<file path="src/rtl/dmux_pkg.sv">
// dmux_pkg: shared lane/data widths, lane tags and the buffered entry layout
package dmux_pkg;
  localparam int LANES = 4;
  localparam int SEL_W = 2;
  localparam int DATA_W = 4;
  typedef logic [SEL_W-1:0] lane_t;
  localparam lane_t LANE_A = 2'd0;
  localparam lane_t LANE_B = 2'd1;
  localparam lane_t LANE_C = 2'd2;
  localparam lane_t LANE_D = 2'd3;
  typedef struct packed {
    lane_t dest;
    logic [DATA_W-1:0] data;
  } entry_t;
endpackage

</file>
<file path="src/rtl/sync_fifo.sv">
// sync_fifo: single-clock FIFO with occupancy count; push when full and pop when empty are ignored
module sync_fifo #(
  parameter int WIDTH = 6,
  parameter int DEPTH = 4
) (
  input  logic                       clk,
  input  logic                       rst,
  input  logic                       push,
  input  logic                       pop,
  input  logic [WIDTH-1:0]           wdata,
  output logic [WIDTH-1:0]           rdata,
  output logic                       full,
  output logic                       empty,
  output logic [$clog2(DEPTH):0]     level
);
  localparam int AW = $clog2(DEPTH);
  localparam int LW = AW + 1;
  logic [WIDTH-1:0] mem [DEPTH];
  logic [AW-1:0] wr, rd;
  logic do_push, do_pop;
  assign full = level == LW'(DEPTH);
  assign empty = level == '0;
  assign do_push = push && !full;
  assign do_pop = pop && !empty;
  assign rdata = mem[rd];
  always_ff @(posedge clk)
    if (do_push) mem[wr] <= wdata;
  always_ff @(posedge clk or posedge rst)
    if (rst) begin
      wr <= '0;
      rd <= '0;
      level <= '0;
    end else begin
      if (do_push) wr <= wr + 1'b1;
      if (do_pop) rd <= rd + 1'b1;
      level <= level + LW'(do_push) - LW'(do_pop);
    end
endmodule

</file>
<file path="src/rtl/dmux_dispatch.sv">
// dmux_dispatch: buffers tagged nibbles and feeds the 4-lane demux through a registered valid/ready stage
module dmux_dispatch
  import dmux_pkg::*;
#(
  parameter int DEPTH = 4,
  parameter int CNT_W = 8
) (
  input  logic                     clk,
  input  logic                     rst,
  input  logic                     s_valid,
  output logic                     s_ready,
  input  logic [DATA_W-1:0]        s_data,
  input  logic [SEL_W-1:0]         s_dest,
  input  logic                     rr_mode,
  output logic                     dm_valid,
  input  logic                     dm_ready,
  output logic [DATA_W-1:0]        dm_in,
  output logic [SEL_W-1:0]         dm_sel,
  output logic [$clog2(DEPTH):0]   fifo_level,
  input  logic                     clr_cnt,
  output logic [LANES*CNT_W-1:0]   lane_cnt
);
  entry_t head, tail;
  logic full, empty, load;
  lane_t rr_ptr;
  logic [CNT_W-1:0] cnt [LANES];
  assign tail = '{dest: s_dest, data: s_data};
  assign s_ready = !full;
  assign load = !empty && (!dm_valid || dm_ready);
  sync_fifo #(.WIDTH(SEL_W + DATA_W), .DEPTH(DEPTH)) u_fifo (
    .clk(clk),
    .rst(rst),
    .push(s_valid),
    .pop(load),
    .wdata(tail),
    .rdata(head),
    .full(full),
    .empty(empty),
    .level(fifo_level)
  );
  // steering is decided once at load and frozen in the output register
  always_ff @(posedge clk or posedge rst)
    if (rst) begin
      dm_valid <= 1'b0;
      dm_in <= '0;
      dm_sel <= '0;
      rr_ptr <= '0;
    end else if (load) begin
      dm_valid <= 1'b1;
      dm_in <= head.data;
      dm_sel <= rr_mode ? rr_ptr : head.dest;
      if (rr_mode) rr_ptr <= rr_ptr + 1'b1;
    end else if (dm_ready) begin
      dm_valid <= 1'b0;
      dm_in <= '0;
      dm_sel <= '0;
    end
  always_ff @(posedge clk or posedge rst)
    if (rst)
      for (int k = 0; k < LANES; k++) cnt[k] <= '0;
    else if (clr_cnt)
      for (int k = 0; k < LANES; k++) cnt[k] <= '0;
    else if (dm_valid && dm_ready && cnt[dm_sel] != '1)
      cnt[dm_sel] <= cnt[dm_sel] + 1'b1;
  for (genvar i = 0; i < LANES; i++) begin : g_cnt
    assign lane_cnt[i*CNT_W +: CNT_W] = cnt[i];
  end
endmodule

</file>
<file path="config.mk">
export PLATFORM = sky130hd
export DESIGN_NAME = dmux_dispatch
export DESIGN_NICKNAME = d
export VERILOG_FILES = /design/src/rtl/dmux_pkg.sv /design/src/rtl/sync_fifo.sv /design/src/rtl/dmux_dispatch.sv
export SDC_FILE = /design/constraint.sdc
export NUM_CORES = 1
export LEC_CHECK = 0
export ABC_AREA = 1
export BUFFER_PORTS_ARGS = -buffer_cell sky130_fd_sc_hd__buf_2
export CORE_UTILIZATION = 35
export DETAILED_ROUTE_END_ITERATION = 8
export GPL_ROUTABILITY_DRIVEN = 0
export SYNTH_ARGS = -nofsm -noshare
export SYNTH_HDL_FRONTEND = slang
export SYNTH_SLANG_ARGS = --single-unit
</file>
<file path="constraint.sdc">
create_clock -name clk -period 2.22 [get_ports clk]
set_clock_uncertainty 0.05 [all_clocks]
set_input_delay 0.111 -clock clk [delete_from_list [all_inputs] [get_ports clk]]
set_output_delay 0.111 -clock clk [all_outputs]
set_load 0.03 [all_outputs]
</file>
# Word-level counts from Yosys, hierarchy flattened
# Memory sizes are Yosys's and may differ from the RTL's.
# Index checks and enable logic that the tools add are counted.
# W data, S select, Z words.
[totals] register_bits=48 ram_bits=24 out_inout_bits=43 elab_cells=54 mem_count=1
[mem_list] memory="u_fifo.mem" depth=4 width=6 rd=1 rd_ports_with_merged_regs=0 wr=1 line="sync_fifo.sv:18" source="logic [WIDTH-1:0] mem [DEPTH];"
[op_classes] add_sub_neg=6 n_lt_le_gt_ge=2 n_eq_ne=2 muxes=17 n_bitwise=1 reduce_logical=14
[ops] operator="$mux W32" n=2
[ops] operator="$bwmux W32" n=1
[ops] operator="$mux W8" n=3
[ops] operator="$bmux W8 S2" n=1
[ops] operator="$demux W8 S2" n=1
[ops] operator="$add A8 B1 Y8 const B" n=1
[ops] operator="$mux W4" n=2
[ops] operator="$ne A8 B8 Y1 const B" n=1
[ops] operator="$add A2 B1 Y2 const B" n=3
[ops] operator="$logic_and A1 B1 Y1" n=6
[ops] operator="$mux W2" n=3
[ops] operator="$mux W1" n=4
[ops] operator="$reduce_bool A2 Y1" n=2
[ops] operator="$add A3 B1 Y3" n=1
[ops] operator="$eq A3 B3 Y1 const B" n=1
[ops] operator="$ge A3 B3 Y1 const B" n=1
[ops] operator="$logic_not A1 Y1" n=3
[ops] operator="$logic_not A3 Y1" n=1
[ops] operator="$lt A3 B1 Y1 const B" n=1
[ops] operator="$not A2 Y3" n=1
[ops] operator="$sub A3 B1 Y3" n=1
[ops] operator="$reduce_and A2 Y1" n=1
[ops] operator="$logic_or A1 B1 Y1" n=1

# Depth between registers and ports, before layout
[depth] word_depth=8 mapped_depth=14

# By module
# From an unflattened synthesis, not the netlist that was laid out.
[unflattened] cells_unflattened=433 hier_area_um2=3681.0
[modules_own_cells] module="dmux_dispatch" instances=1 cells_per_inst=298 area_each_um2=2259.7 seq_area_each_um2=1026.0
[modules_own_cells] module="sync_fifo" instances=1 cells_per_inst=135 area_each_um2=1421.4 seq_area_each_um2=895.9

# Worst setup path after synthesis
# OpenSTA, ideal clock, no wires.
[synth_path] path_kind="register to register" startpoint="reg u_fifo.level[1]" endpoint="reg u_fifo.level[2]" setup_ps=129 arrival_time_ps=2115 t_required_ps=2041 slack_ps=-74 stages_incl_launch_ff=8 path_buffers=0 synth_period_minus_slack_ps=2294 path_cell_list="dfrtp_1 > o31ai_2 > inv_1 > ha_1 > inv_1 > ha_1 > fa_1 > xor2_1"
[synth_via] elab_chain_len=5 elab_cells_between_ends=9 classes_between="add/sub: 2; eq/ne: 1; reduce/logical: 6"
[synth_rtl] item="from (decl)" line="sync_fifo.sv:14" source="output logic [$clog2(DEPTH):0] level"
[synth_rtl] item="from (signal assigned)" line="sync_fifo.sv:36" source="level <= level + LW'(do_push) - LW'(do_pop);"
[synth_rtl] item="$logic_not A3 Y1" line="sync_fifo.sv:22" source="assign empty = level == '0;"
[synth_rtl] item="$logic_not A1 Y1" line="dmux_dispatch.sv:29" source="assign load = !empty && (!dm_valid || dm_ready);"
[synth_rtl] item="$logic_and A1 B1 Y1" line="dmux_dispatch.sv:29"
[synth_rtl] item="net load" line="dmux_dispatch.sv:24" source="logic full, empty, load;"
[synth_rtl] item="$logic_and A1 B1 Y1" line="sync_fifo.sv:24" source="assign do_pop = pop && !empty;"
[synth_rtl] item="$sub A3 B1 Y3" line="sync_fifo.sv:36"
# The timed path passes the listed nets, and every way through them passes these cells.
# A chain may end at the register's enable or synchronous reset.

# Final worst setup path
[layout_path] startpoint="reg dm_sel[0]" endpoint="reg cnt (netlist bit lane_cnt[31])"
[layout_via] elab_chain_len=8 elab_cells_between_ends=16 classes_between="add/sub: 1; order compare: 2; eq/ne: 1; mux: 8; bitwise: 1; reduce/logical: 3"
[layout_rtl] item="from (decl)" line="dmux_dispatch.sv:18" source="output logic [SEL_W-1:0] dm_sel,"
[layout_rtl] item="from (signal assigned)" line="dmux_dispatch.sv:51" source="dm_sel <= rr_mode ? rr_ptr : head.dest;"
[layout_rtl] item="$not A2 Y3 (not written as such) *" line="dmux_dispatch.sv:63, dmux_dispatch.sv:64"
[layout_rtl] item="$bmux W8 S2, or another cell as far along" line="dmux_dispatch.sv:63, dmux_dispatch.sv:64"
[layout_rtl] item="$mux W8 (not written as such) or $logic_and A1 B1 Y1 (tied branches)" line="dmux_dispatch.sv:63, dmux_dispatch.sv:64"
[layout_rtl] item="$mux W8 (on tied branches)" line="dmux_dispatch.sv:63, dmux_dispatch.sv:64"
[layout_rtl] item="$add A8 B1 Y8 or $demux W8 S2 (tied branches)" line="dmux_dispatch.sv:64" source="cnt[dm_sel] <= cnt[dm_sel] + 1'b1;"
[layout_rtl] item="$bwmux W32" line="dmux_dispatch.sv:64"
[layout_rtl] item="$mux W32" line="dmux_dispatch.sv:63" source="else if (dm_valid && dm_ready && cnt[dm_sel] != '1)"
[layout_rtl] item="$mux W32" line="dmux_dispatch.sv:61" source="else if (clr_cnt)"
[layout_rtl] item="to (signal, indexed assignment)" line="dmux_dispatch.sv:64"
[layout_rtl] item="to (decl)" line="dmux_dispatch.sv:26" source="logic [CNT_W-1:0] cnt [LANES];"
# Every way passes the cells marked *; elsewhere a longest branch is shown, timed or not. The select of a mux whose other input is x is not followed.

==> summary.txt <==
Outcome
  – Status: completed

Pwr
  – Sequential power share: 40.7%
  – Switching portion of total power: a little over two fifths
  – Net Switching: ~1900 uW
  – Max VDD drop: just over 0.6 mV
  – Power Density: slightly above 1000 nW/um^2
  – P_int: ~2600 uW
  – Clock Power Share: 22.9%
  – Total power: 4440 uW
  – Comb pwr share: between 30% and 40%
  – Pleak: around 0.0023 uW

Setup path
  – Reg-to-Reg Start: dm_sel[0]
  – Worst EP arrival: about 2200 ps
  – CP max stage cell: dfrtp_1
  – Startpoint types: register
  – Largest fanout on the critical path: 21
  – Worst r2r dst: lane_cnt[31]
  – Worst-path cell chain: buf_4, nand2_1, nand2_1, nand2_1, nand2_1, ha_1, nand2_4, nor2_8, nand2_8, nand2_8, nor2_8, nand2_1, nand2_1
  – R2R depth: 13
  – Slowest stage delay, CP: roughly 360 ps
  – Most frequent cell on the critical path: nand2_1
  – CP Class: reg2reg
  – Crit end category: register
  – R2r setup slk: around 200 ps
  – Worst path required time: approximately 2400 ps
  – Critical Path End: lane_cnt[31]
  – Crit path from: dm_sel[0]

STA
  – Fin crit period: about 2000 ps
  – RSZ-0062 raised after global routing: false
  – Slew @ Worst Pin: between 600 and 700 ps
  – Worst relative slew slack: ~60%
  – Period utilization: 90.8%
  – Fin Setup TNS: 0 ps
  – Final Hold Viols: 0
  – # setup viols final: 0
  – Fmax: around 500 MHz
  – Final Slew Violations: 0

Clocking
  – H-tree depth: 3
  – Total CTS buffers: 9
  – Clock Tree Buf Depth: 2
  – Worst-path clk slew: approximately 90 ps
  – TritonCTS clock tree: yes
  – CTS Root Buffer Type: clkbuf_8
  – Post-CTS resize count: 0
  – Worst skew pair latency: approximately 360 ps
  – CTS sink cnt: 72

Drt
  – Routed WL per cell: between 10 and 15 um
  – Vias/cell: between 4 and 5
  – Drt total wl: around 8500 um
  – DRC: 0
  – ANT nets after route: 0
  – Vias: between 2000 and 3000
  – Iter 0 DRT Violations: 150
  – 1st-pass router iterations: 4

Synthesis
  – Synth area leader: dfrtp_1
  – Simple-gate portion of the synthesized area: between 30% and 40%
  – Synthesis-stage register bit count: 72
  – Synth Cell Area: approximately 3600 um^2
  – Fraction of synthesized area in multiplexers: 0%
  – Largest family of logic cells by synthesized area: simple AND/OR/NAND/NOR gates
  – Netlist cell types: 31
  – Syn_nets: roughly 420
  – Ys Warns: 0
  – Largest cells by area after synthesis: dfrtp_1, edfxtp_1, nand2_1, nand3_1, nor2_8
  – Compound-cell area share of the yosys netlist: 4.16%
  – Synth Instances: 398
  – Adder-cell share of the synthesized area: between 2 and 3%
  – Post-Synth XOR/XNOR Area: under 10%
  – Mean Syn Cell Area: about 9 um^2
  – Post-synthesis sequential area ratio: a little over half
  – Top-area cell type share of the netlist area: between 30% and 40%

Layout
  – Antenna Cells: 0
  – Nets: about 490
  – Area grow syn2layout: 20.0%
  – Layout cells sized above 1: between 20% and 30%
  – Most frequent cells in the layout: nand2_1, buf_2, dfrtp_1
  – Most common cell after layout, fill and taps aside: nand2_1

Placement
  – Port buffer count: 54
  – Detailed Place HPWL: ~6000 um

Floorplanning
  – Num rows: 36
  – Initial Util: approximately 37%
  – Die Ht: 104 um
  – I/O pin cnt: 55
  – Die extent in x: slightly above 100 um
  – Die Area: 10700 um^2
  – Core ar.: slightly below 10000 um^2

Job
  – Max-cap viol count: 0

Worst hold path
  – Worst Hold Class: in2reg
  – Worst hold stages: 4

Global routing
  – Initial antenna violation count: 0
  – Vias in the first global route: around 2800
  – GRT overflow: 0
  – Tot GR Track Use: 16.9%
  – First-pass GRT wire length: roughly 14000 um
  – Largest net degree at the start of global routing: 28
[state kept, by name, summed over array words and instances (netlist names)]
| register | count |
|---|---|
| u_fifo.wr | 2 |
| u_fifo.mem | 24 |
| u_fifo.rd | 2 |
| lane_cnt | 32 |
| dm_in | 4 |
| rr_ptr | 2 |
| dm_valid | 1 |
| dm_sel | 2 |
| u_fifo.level | 3 |
[per-stage QoR]
step / hold slack (ps) / util [%] / setup WS, ps / std cells / instance area (um^2)
global route: 46.4 / 43.9 / 25.6 / 606 / 4330
global placement: 166 / 41.3 / 230 / 583 / 4070
floorplan: 160 / - / 0.877 / 398 / 3620
CTS: 17.0 / 43.9 / 192 / 606 / 4330
finish: 33.1 / 43.9 / 204 / 606 / 4330
detailed placement: 169 / 41.3 / 212 / 583 / 4070
[worst min-delay path by stage]
stage	from	endpoint	slack [ps]
2_1_floorplan	s_data[0]	u_fifo.mem[0][0]	160
3_3_place_gp	rst	u_fifo.wr[0]	170
3_5_place_dp	rst	u_fifo.level[0]	170
4_1_cts	rr_mode	dm_sel[1]	20
5_1_grt	dm_ready	dm_valid	50
6_report	rr_mode	dm_sel[1]	30
[Yosys cell counts (all sizes together)]
cell / count
nand2: 172
dfrtp: 48
nand3: 43
inv: 29
nor2: 26
edfxtp: 24
o21ai: 10
ha: 7
xor2: 6
buf: 5
clkbuf: 5
a21oi: 4
a32o: 4
clkinv: 4
xnor2: 3
o211ai: 2
o22ai: 2
fa: 1
nand3b: 1
nor3: 1
o31ai: 1
[critical path: cells and delay by family (launching register included)]
kind                       cells  cell delay, ps
adders and majority gates      1             260
buffers and inverters          1             250
DFF                            1             360
and+or+nand+nor               11             990
[power by group through the flow]
stage	Combinational [uW]	Sequential (uW)	Clock [uW]
global route	1800	1840	1090
global placement	1590	1830	0
CTS	1640	1810	1060
floorplan	983	2010	0
finish	1620	1810	1020
detailed placement	1630	1830	0
[cell families after synthesis]
family / after synthesis
buffers and inverters: 43
DFF: 72
xor gates and xnor gates: 9
and+or+nand+nor: 243
adders and majority gates: 8
AOI/OAI and AO/OA: 23
[layout make-up]
class | count | area [um^2]
well taps | 133 | 166
multi-input cells | 283 | 1520
repair buffers | 69 | 413
fillers | 971 | 5530
clock inverters | 7 | 63.8
flip-flops and latches | 72 | 1920
clock buffers | 9 | 124
inverters | 33 | 124
[metal layers]
layer  wire (um)  share of wire, %  vias to the layer above  track usage (%)
li1            -                 -                     1414                -
met1        3550                42                     1381             20.1
met2        4280                51                       81             29.1
met3         388               4.6                       23             3.71
met4         258               3.0                        0             7.97
met5           0                 0                        -                0
[repair_timing]
item | CTS | global route
buffers inserted | 0 | 0
hold endpoints to repair | 50 | 0
hold buffers | 7 | 0
Note: power is estimated with default switching activity, not from simulation.
